`src/rtl/restoring_divider_module.sv`:
```
// Multi-cycle restoring divider producing quotient and remainder with a start/done handshake.
// Optional two's-complement mode is compiled in with `define DIVIDER_SIGNED_EN.
module restoring_divider_module #(
  parameter int unsigned WIDTH = 16
) (
  input  logic             clk,
  input  logic             reset,
  input  logic             start,
  input  logic [WIDTH-1:0] entry_1,
  input  logic [WIDTH-1:0] entry_2,
  output logic             busy,
  output logic             done,
  output logic [WIDTH-1:0] output_1,
  output logic [WIDTH-1:0] output_2,
  output logic             div_by_zero
);

  localparam int unsigned CntW = $clog2(WIDTH) + 1;
  localparam logic [CntW-1:0] LastStep = CntW'(WIDTH - 1);

  localparam logic [1:0] StIdle = 2'd0;
  localparam logic [1:0] StRun  = 2'd1;
`ifdef DIVIDER_SIGNED_EN
  localparam logic [1:0] StFix  = 2'd2;
`endif
  localparam logic [1:0] StDone = 2'd3;

  if (WIDTH < 2) begin : g_width_check
    $error("restoring_divider_module: WIDTH must be at least 2");
  end

  logic [1:0]       state_q, state_d;
  logic [CntW-1:0]  cnt_q, cnt_d;
  logic [WIDTH-1:0] dvd_q, dvd_d;
  logic [WIDTH-1:0] dsr_q, dsr_d;
  logic [WIDTH-1:0] quo_q, quo_d;
  logic [WIDTH:0]   rem_q, rem_d;
  logic [WIDTH-1:0] q_out_q, q_out_d;
  logic [WIDTH-1:0] r_out_q, r_out_d;
  logic             dbz_q, dbz_d;
`ifdef DIVIDER_SIGNED_EN
  logic             neg_quo_q, neg_quo_d;
  logic             neg_rem_q, neg_rem_d;
`endif

  logic             busy_int;
  logic             accept;
  logic [WIDTH-1:0] op_dvd;
  logic [WIDTH-1:0] op_dsr;

  // Restoring step datapath
  logic [WIDTH:0]   rem_shift;
  logic [WIDTH:0]   rem_sub;
  logic [WIDTH:0]   rem_step;
  logic             step_ge;
  logic [WIDTH-1:0] quo_step;

`ifdef DIVIDER_SIGNED_EN
  assign busy_int = (state_q == StRun) || (state_q == StFix);
`else
  assign busy_int = (state_q == StRun);
`endif
  assign accept = start && !busy_int;

`ifdef DIVIDER_SIGNED_EN
  // Magnitudes; the most-negative value maps onto itself, which is its correct unsigned magnitude.
  assign op_dvd = entry_1[WIDTH-1] ? (~entry_1 + 1'b1) : entry_1;
  assign op_dsr = entry_2[WIDTH-1] ? (~entry_2 + 1'b1) : entry_2;
`else
  assign op_dvd = entry_1;
  assign op_dsr = entry_2;
`endif

  always_comb begin
    rem_shift = (rem_q << 1) | {{WIDTH{1'b0}}, dvd_q[WIDTH-1]};
    rem_sub   = rem_shift - {1'b0, dsr_q};
    step_ge   = (rem_shift >= {1'b0, dsr_q});
    rem_step  = step_ge ? rem_sub : rem_shift;
    quo_step  = {quo_q[WIDTH-2:0], step_ge};
  end

  always_comb begin
    state_d = state_q;
    cnt_d   = cnt_q;
    dvd_d   = dvd_q;
    dsr_d   = dsr_q;
    quo_d   = quo_q;
    rem_d   = rem_q;
    q_out_d = q_out_q;
    r_out_d = r_out_q;
    dbz_d   = dbz_q;
`ifdef DIVIDER_SIGNED_EN
    neg_quo_d = neg_quo_q;
    neg_rem_d = neg_rem_q;
`endif

    unique case (state_q)
      StRun: begin
        dvd_d = dvd_q << 1;
        quo_d = quo_step;
        rem_d = rem_step;
        cnt_d = cnt_q + 1'b1;
        if (cnt_q == LastStep) begin
`ifdef DIVIDER_SIGNED_EN
          state_d = StFix;
`else
          state_d = StDone;
          q_out_d = quo_step;
          r_out_d = rem_step[WIDTH-1:0];
          dbz_d   = 1'b0;
`endif
        end
      end
`ifdef DIVIDER_SIGNED_EN
      StFix: begin
        state_d = StDone;
        q_out_d = neg_quo_q ? (~quo_q + 1'b1) : quo_q;
        r_out_d = neg_rem_q ? (~rem_q[WIDTH-1:0] + 1'b1) : rem_q[WIDTH-1:0];
        dbz_d   = 1'b0;
      end
`endif
      default: begin
        // Idle and Done both accept; Done otherwise falls back to Idle.
        if (state_q == StDone) begin
          state_d = StIdle;
        end
        if (accept) begin
          dvd_d = op_dvd;
          dsr_d = op_dsr;
          quo_d = '0;
          rem_d = '0;
          cnt_d = '0;
`ifdef DIVIDER_SIGNED_EN
          neg_quo_d = entry_1[WIDTH-1] ^ entry_2[WIDTH-1];
          neg_rem_d = entry_1[WIDTH-1];
`endif
          if (entry_2 == '0) begin
            state_d = StDone;
            q_out_d = '1;
            r_out_d = entry_1;
            dbz_d   = 1'b1;
          end else begin
            state_d = StRun;
          end
        end
      end
    endcase
  end

  always_ff @(posedge clk) begin
    if (reset) begin
      state_q <= StIdle;
      cnt_q   <= '0;
      dvd_q   <= '0;
      dsr_q   <= '0;
      quo_q   <= '0;
      rem_q   <= '0;
      q_out_q <= '0;
      r_out_q <= '0;
      dbz_q   <= 1'b0;
`ifdef DIVIDER_SIGNED_EN
      neg_quo_q <= 1'b0;
      neg_rem_q <= 1'b0;
`endif
    end else begin
      state_q <= state_d;
      cnt_q   <= cnt_d;
      dvd_q   <= dvd_d;
      dsr_q   <= dsr_d;
      quo_q   <= quo_d;
      rem_q   <= rem_d;
      q_out_q <= q_out_d;
      r_out_q <= r_out_d;
      dbz_q   <= dbz_d;
`ifdef DIVIDER_SIGNED_EN
      neg_quo_q <= neg_quo_d;
      neg_rem_q <= neg_rem_d;
`endif
    end
  end

  assign busy        = busy_int;
  assign done        = (state_q == StDone);
  assign output_1    = q_out_q;
  assign output_2    = r_out_q;
  assign div_by_zero = dbz_q;

`ifndef SYNTHESIS
  done_excludes_busy_a : assert property (@(posedge clk) disable iff (reset) done |-> !busy);
`endif

endmodule
```
`config.mk`:
```
export PLATFORM = sky130hd
export DESIGN_NAME = restoring_divider_module
export DESIGN_NICKNAME = d
export VERILOG_FILES = /design/src/rtl/restoring_divider_module.sv
export SDC_FILE = /design/constraint.sdc
export NUM_CORES = 1
export LEC_CHECK = 0
export ABC_CLOCK_PERIOD_IN_PS = 3000
export BUFFER_PORTS_ARGS = -buffer_cell sky130_fd_sc_hd__buf_2
export CORE_AREA = 2 2 136 138
export CTS_CLUSTER_SIZE = 16
export DETAILED_ROUTE_END_ITERATION = 16
export DIE_AREA = 0 0 138 140
export HOLD_SLACK_MARGIN = 0.06
export PLACE_DENSITY = 0.55
export SLEW_MARGIN = 30
export SYNTH_ARGS = -nofsm -noshare
export SYNTH_HDL_FRONTEND = slang
export SYNTH_SLANG_ARGS = --single-unit
```
`constraint.sdc`:
```
create_clock -name clk -period 3 [get_ports clk]
set_input_delay 0.15 -clock clk [delete_from_list [all_inputs] [get_ports clk]]
set_output_delay 0.15 -clock clk [all_outputs]
set_load 0.02 [all_outputs]
```
Yosys cells after proc, flatten, opt, wreduce, memory -nomap -nowiden

Index checks and enable logic that the tools add are counted.

Add/subtract/negate cells: 2
Multipliers: 0
Div/mod/pow operators: 0
Order comparisons: 1
Eq/ne operators: 4
Shifts and indexed selects: 0
Multiplexer cells: 26
Bitwise operators: 2
Reductions and logical operators: 10

Operators by type and width:

| operator                                                                | count |
|---|---|
| 16-bit two-way mux                                                      | 13 |
| 15-bit two-way mux                                                      | 2 |
| 17-bit by 16-bit greater-or-equal comparator with 1-bit output          | 1 |
| 17-bit by 1-bit bitwise OR with 17-bit output                           | 1 |
| 16-bit logical NOT                                                      | 1 |
| 16-bit subtractor                                                       | 1 |
| 2-bit two-way mux                                                       | 5 |
| 5-bit two-way mux                                                       | 2 |
| 5-bit by 1-bit adder with 5-bit output, second input constant           | 1 |
| 5-bit by 4-bit equality test with 1-bit output, second input constant   | 1 |
| 1-bit two-way mux                                                       | 4 |
| 2-bit AND reduction                                                     | 2 |
| 2-bit nonzero test                                                      | 2 |
| 3-bit AND reduction                                                     | 1 |
| 3-bit nonzero test                                                      | 1 |
| 2-bit by 1-bit equality test with 1-bit output, second input constant   | 1 |
| 2-bit equality test, second input constant                              | 1 |
| 2-bit by 1-bit inequality test with 1-bit output, second input constant | 1 |
| 2-bit OR reduction                                                      | 1 |
| 1-bit logical AND                                                       | 1 |
| 1-bit logical NOT                                                       | 1 |
| 1-bit NOT                                                               | 1 |

Flip-flop bits (word level): 103
Latch bits: 0
Bits in writable memories: 0
ROM bits: 0
Bits of input ports: 35
Logic and storage cells: 55
Memories: 0

Logic depth before layout (Yosys ltp)

Word-level depth: 5
Gate-level depth with buffers: 11
Mapped depth without buffers: 11

Worst setup path after synthesis

OpenSTA, ideal clock, no wires.

Path type: reg2reg
Start point: reg dvd_q[15]
End point: reg r_out_q[14] (netlist: output_2[14])
Library setup time: 0.127 ns
Arrival: 2.405 ns
Required time: 2.873 ns
Path slack: 0.468 ns
Stages on the path, launching flop included: 12
Path buffers: 0
Path through: dfxtp_1 > inv_1 > ha_1 > inv_1 > fa_1 > a21o_1 > a221oi_2 > o21bai_2 > a221oi_2 > xor2_1 > nor4_1 > or3_1

Longest elaborated chain between the ends: 5
Elaborated cells between the ends (all ways): 6
Those cells by class: add/sub (1); order compare (1); mux (3); bitwise (1)

RTL lines:

| what                                                                                                | line   | text |
|---|---|---|
| start: declaration                                                                                  | 34     | `logic [WIDTH-1:0] dvd_q, dvd_d;` |
| start signal: assignment                                                                            | 168    | `dvd_q <= dvd_d;` |
| 17-bit by 1-bit bitwise OR with 17-bit output *                                                     | 75     | `rem_shift = (rem_q << 1) \| {{WIDTH{1'b0}}, dvd_q[WIDTH-1]};` |
| 16-bit subtractor or 17-bit by 16-bit greater-or-equal comparator with 1-bit output (tied branches) | 76, 77 |  |
| 16-bit two-way mux *                                                                                | 78     | `rem_step = step_ge ? rem_sub : rem_shift;` |
| 16-bit two-way mux *                                                                                | 103    | `if (cnt_q == LastStep) begin` |
| 16-bit two-way mux *                                                                                | 97     | `unique case (state_q)` |
| end signal: assignment                                                                              | 173    | `r_out_q <= r_out_d;` |
| end: declaration                                                                                    | 39     | `logic [WIDTH-1:0] r_out_q, r_out_d;` |

Mark *: on every way between the ends. The rest lies on a longest branch, timed or not. The select of a mux whose other input is x is not followed.
A chain may end at the register's enable or synchronous reset.

Worst setup path in the final report

Ends and elaborated chain as after synthesis.

==> metrics.md <==
| Metric | Value |
|---|---|
| Outcome | finished, final reports clean |
| Comb pwr share | 0.499 |
| Ports | 70 |
| Fin crit share | 0.921 |
| CP max stage cell | fa_1 |
| Total net switching power | between 2 and 3 mW |
| Vias in the first global route | roughly 4,700 |
| Data arrival, critical path | ~3 ns |
| Period minus WS final | roughly 2.8 ns |
| Switching Share | 0.447 |
| Hold Crit Endpoint | dsr_q[6]$_SDFFE_PP0P_ |
| Final wirelength | about 16,000 um |
| Worst reg2reg setup slack | between 0.2 and 0.25 ns |
| Hold buffer count at cts | 7 |
| Clk slew on worst S/H paths | 0.08 ns |
| Via/cell ratio | 5.23 |
| Worst hold path class | in2reg |
| Worst reg2reg path depth | 11 |
| Crit. End Element | flip-flop |
| Final setup fails | 0 |
| Hold_sp | entry_2[6] |
| Sequential share of the synthesized area | 0.392 |
| Tightest Pin Transition | roughly 0.84 ns |
| Core area | around 18,000 um^2 |
| Rows | just under 50 |
| Cells after Synth | roughly 660 |
| Htree depth | 3 |
| Fin util | 0.349 |
| CTS tree | built |
| Top FF cell, synth | dfxtp_1 |
| Setup CP Type | reg2reg |
| Routability cong. | 0.816 |
| DP Wirelength | 11,500 um |
| Largest net degree at the start of global routing | between 80 and 90 |
| Post-synth EDFFs | 0 |
| First-pass GRT wire length | about 25,000 um |
| Critical path fanouts, max | 3 |
| Maximum vdd drop | ~0.46 mV |
| PD cells | between 900 and 1000 nW/um^2 |
| Post-Syn Nets | 717 |
| Antenna Cells | 0 |
| Total of max-cap violations | 0 |
| Mean Syn Cell Area | 7.93 um^2 |
| Synthesized area | between 5000 and 6000 um^2 |
| IO Port Bufs | slightly below 70 |
| Post-synthesis cell type count | 59 |
| Critical R2R Launch | dvd_q[15]$_SDFFE_PP0N_ |
| Die X | 138 um |
| Drt first-iter violations | about 420 |
| Vias | around 5,000 |
| Startpoint Class | flip-flop |
| RSZ-0062 raised after global routing | no |
| Later-pin clock latency in the skew report | 0.36 ns |
| Worst Path Required | 3.25 ns |
| Int Power | approximately 3.1 mW |
| Clock share of power | 0.217 |
| Hold depth | 3 |
| Layout Skew | between 0.01 and 0.015 ns |
| Fmax achieved | approximately 0.36 GHz |
| WL/cell | between 15 and 20 um |
| Initial Utilization | 0.296 |
| Total grt overflow | 0 |
| Initial antenna violation count | 0 |
| Crit-path cells | inv_1 -> ha_1 -> inv_1 -> fa_1 -> a21o_1 -> a221oi_2 -> o21bai_2 -> a221oi_2 -> xor2_1 -> nor4_1 -> or3_1 |
| Part of the power in registers | 0.283 |
| Antenna-violating nets left | 0 |
| Detailed Routing Iterations Pass 1 | 5 |
| Share of cells above drive strength 1 | 0.161 |
| Clock Root Buffer | clkbuf_16 |
| Global Route Usage Sum | 0.164 |
| Slew HR | 0.438 |
| Final hold violations | 0 |
| RR Endpoint | output_2[14]$_SDFFE_PP0P_ |
| Setup TNS | 0 ns |
| Leakage | 2.56 nW |
| Yosys warning count | 0 |
| Die Span Y | between 100 and 150 um |
| Crit-path max cell delay | 0.39 ns |
| Drt drc | 0 |
| Post-CTS setup buffers | 0 |
| Longest Clk Path Bufs | 2 |
| CTS Buf Count | 9 |
| Post-cts resize count | 0 |
| Die Area | ~19,000 um^2 |
| Synth-to-layout area growth | 18.2% |
| Final Max Slew Viols | 0 |
| Nets@finish | ~800 |
| Post-synthesis register bit count | about 100 |
| Ys async rst share | 0 |
| Clock sinks | 103 |
cells in the final DEF (no fill, tap or decap), drive strengths merged, types with 5 or more instances in the layout:
cell         netlist  layout
a211oi            17      17
clkbuf            24       9
a31oi              6       6
a21oi             68      68
nor2              64      64
xor2               7       7
or3                7       7
a21o               8       8
buf               18      87
mux2i             17      17
dfxtp            103     103
ha                18      18
nor3              36      36
inv               23      27
and3              13      13
nor4               8       8
o21ai             26      26
dlygate4sd3        0       7
xnor2              5       5
nand3             44      44
nand4              7       7
nand2             94      94
power groups by stage:
stage	Sequential, mW	Clock, mW	Combinational, mW
6_report	1.59	1.22	2.81
5_1_grt	1.61	1.30	3.04
4_1_cts	1.59	1.25	2.77
3_5_place_dp	1.62	0	2.74
3_3_place_gp	1.62	0	2.77
2_1_floorplan	1.58	0	2.21
cell families (layout without fill, tap and decap cells):
family | Yosys count | in the layout | share of synthesized area
DFF | 103 | 103 | 0.392
xor gates and xnor gates | 12 | 12 | 0.0200
adders and majority gates | 19 | 19 | 0.0467
muxes | 17 | 17 | 0.0324
AOI/OAI and AO/OA | 161 | 161 | 0.204
and+or+nand+nor | 285 | 285 | 0.251
buffers and inverters | 66 | 134 | 0.0540
critical path, delay by kind of cell (launching register included):
family,cells,cell delay [ns]
XOR/XNOR,1,0.22
adder cells (fa/ha/maj),2,0.54
AO/OA/AOI/OAI,4,1.00
flip-flops,1,0.33
AND/OR/NAND/NOR,2,0.44
buffers and inverters,2,0.11
worst max-delay path by stage:
stage                                     end  slack [ns]  depth (start not counted)              startpoint
global placement    output_2[14]$_SDFFE_PP0P_        0.27                         11  dvd_q[15]$_SDFFE_PP0N_
finish              output_2[14]$_SDFFE_PP0P_        0.24                         11  dvd_q[15]$_SDFFE_PP0N_
floorplan           output_2[14]$_SDFFE_PP0P_        0.47                         11  dvd_q[15]$_SDFFE_PP0N_
detailed placement  output_2[14]$_SDFFE_PP0P_        0.26                         11  dvd_q[15]$_SDFFE_PP0N_
global route        output_2[14]$_SDFFE_PP0P_        0.05                         11  dvd_q[15]$_SDFFE_PP0N_
CTS                 output_2[14]$_SDFFE_PP0P_        0.23                         11  dvd_q[15]$_SDFFE_PP0N_
flip-flops by register name (all words and copies together), names as in the netlist:
| name | flops |
|---|---|
| dsr_q | 16 |
| dvd_q | 16 |
| output_1 | 16 |
| output_2 | 16 |
| rem_q | 16 |
| quo_q | 15 |
| cnt_q | 5 |
| state_q | 2 |
| div_by_zero | 1 |
routing by layer:
metal | track usage | vias up | part of all wire
met5 | 0 | - | 0
li1 | - | 2495 | -
met1 | 0.223 | 2380 | 0.48
met2 | 0.254 | 118 | 0.45
met4 | 0.0704 | 0 | 0.030
met3 | 0.0328 | 27 | 0.043
final cells by class:
cell class / count / area (um^2)
multi-input cells: 494 / 2920
repair buffers: 94 / 551
clock buffers: 9 / 225
well taps: 229 / 287
inverters: 24 / 90.1
flip-flops and latches: 103 / 2060
clock inverters: 7 / 83.8
fillers: 1924 / 11600
per-stage QoR:
step | instance area [um^2] | hold WS, ns | setup slack [ns] | cells | power, mW
CTS | 6210 | 0.0618 | 0.229 | 960 | 5.61
detailed placement | 5830 | 0.415 | 0.263 | 937 | 4.37
floorplan | 5260 | 0.286 | 0.468 | 663 | 3.79
global route | 6210 | 0.0907 | 0.0455 | 960 | 5.95
global placement | 5830 | 0.413 | 0.272 | 937 | 4.39
finish | 6210 | 0.0855 | 0.236 | 960 | 5.62
synthesized netlist by cell type (all sizes together) (13+ instances only):
| cell | n | area [um^2] |
|---|---|---|
| dfxtp | 103 | 2060 |
| nand2 | 94 | 355 |
| a21oi | 68 | 344 |
| nor2 | 64 | 257 |
| nand3 | 44 | 220 |
| nor3 | 36 | 180 |
| o21ai | 26 | 134 |
| clkbuf | 24 | 90.1 |
| inv | 23 | 86.3 |
| buf | 18 | 104 |
| ha | 18 | 225 |
| a211oi | 17 | 128 |
| mux2i | 17 | 170 |
| and3 | 13 | 81.3 |
No activity file was read; power rests on OpenSTA's default activity.
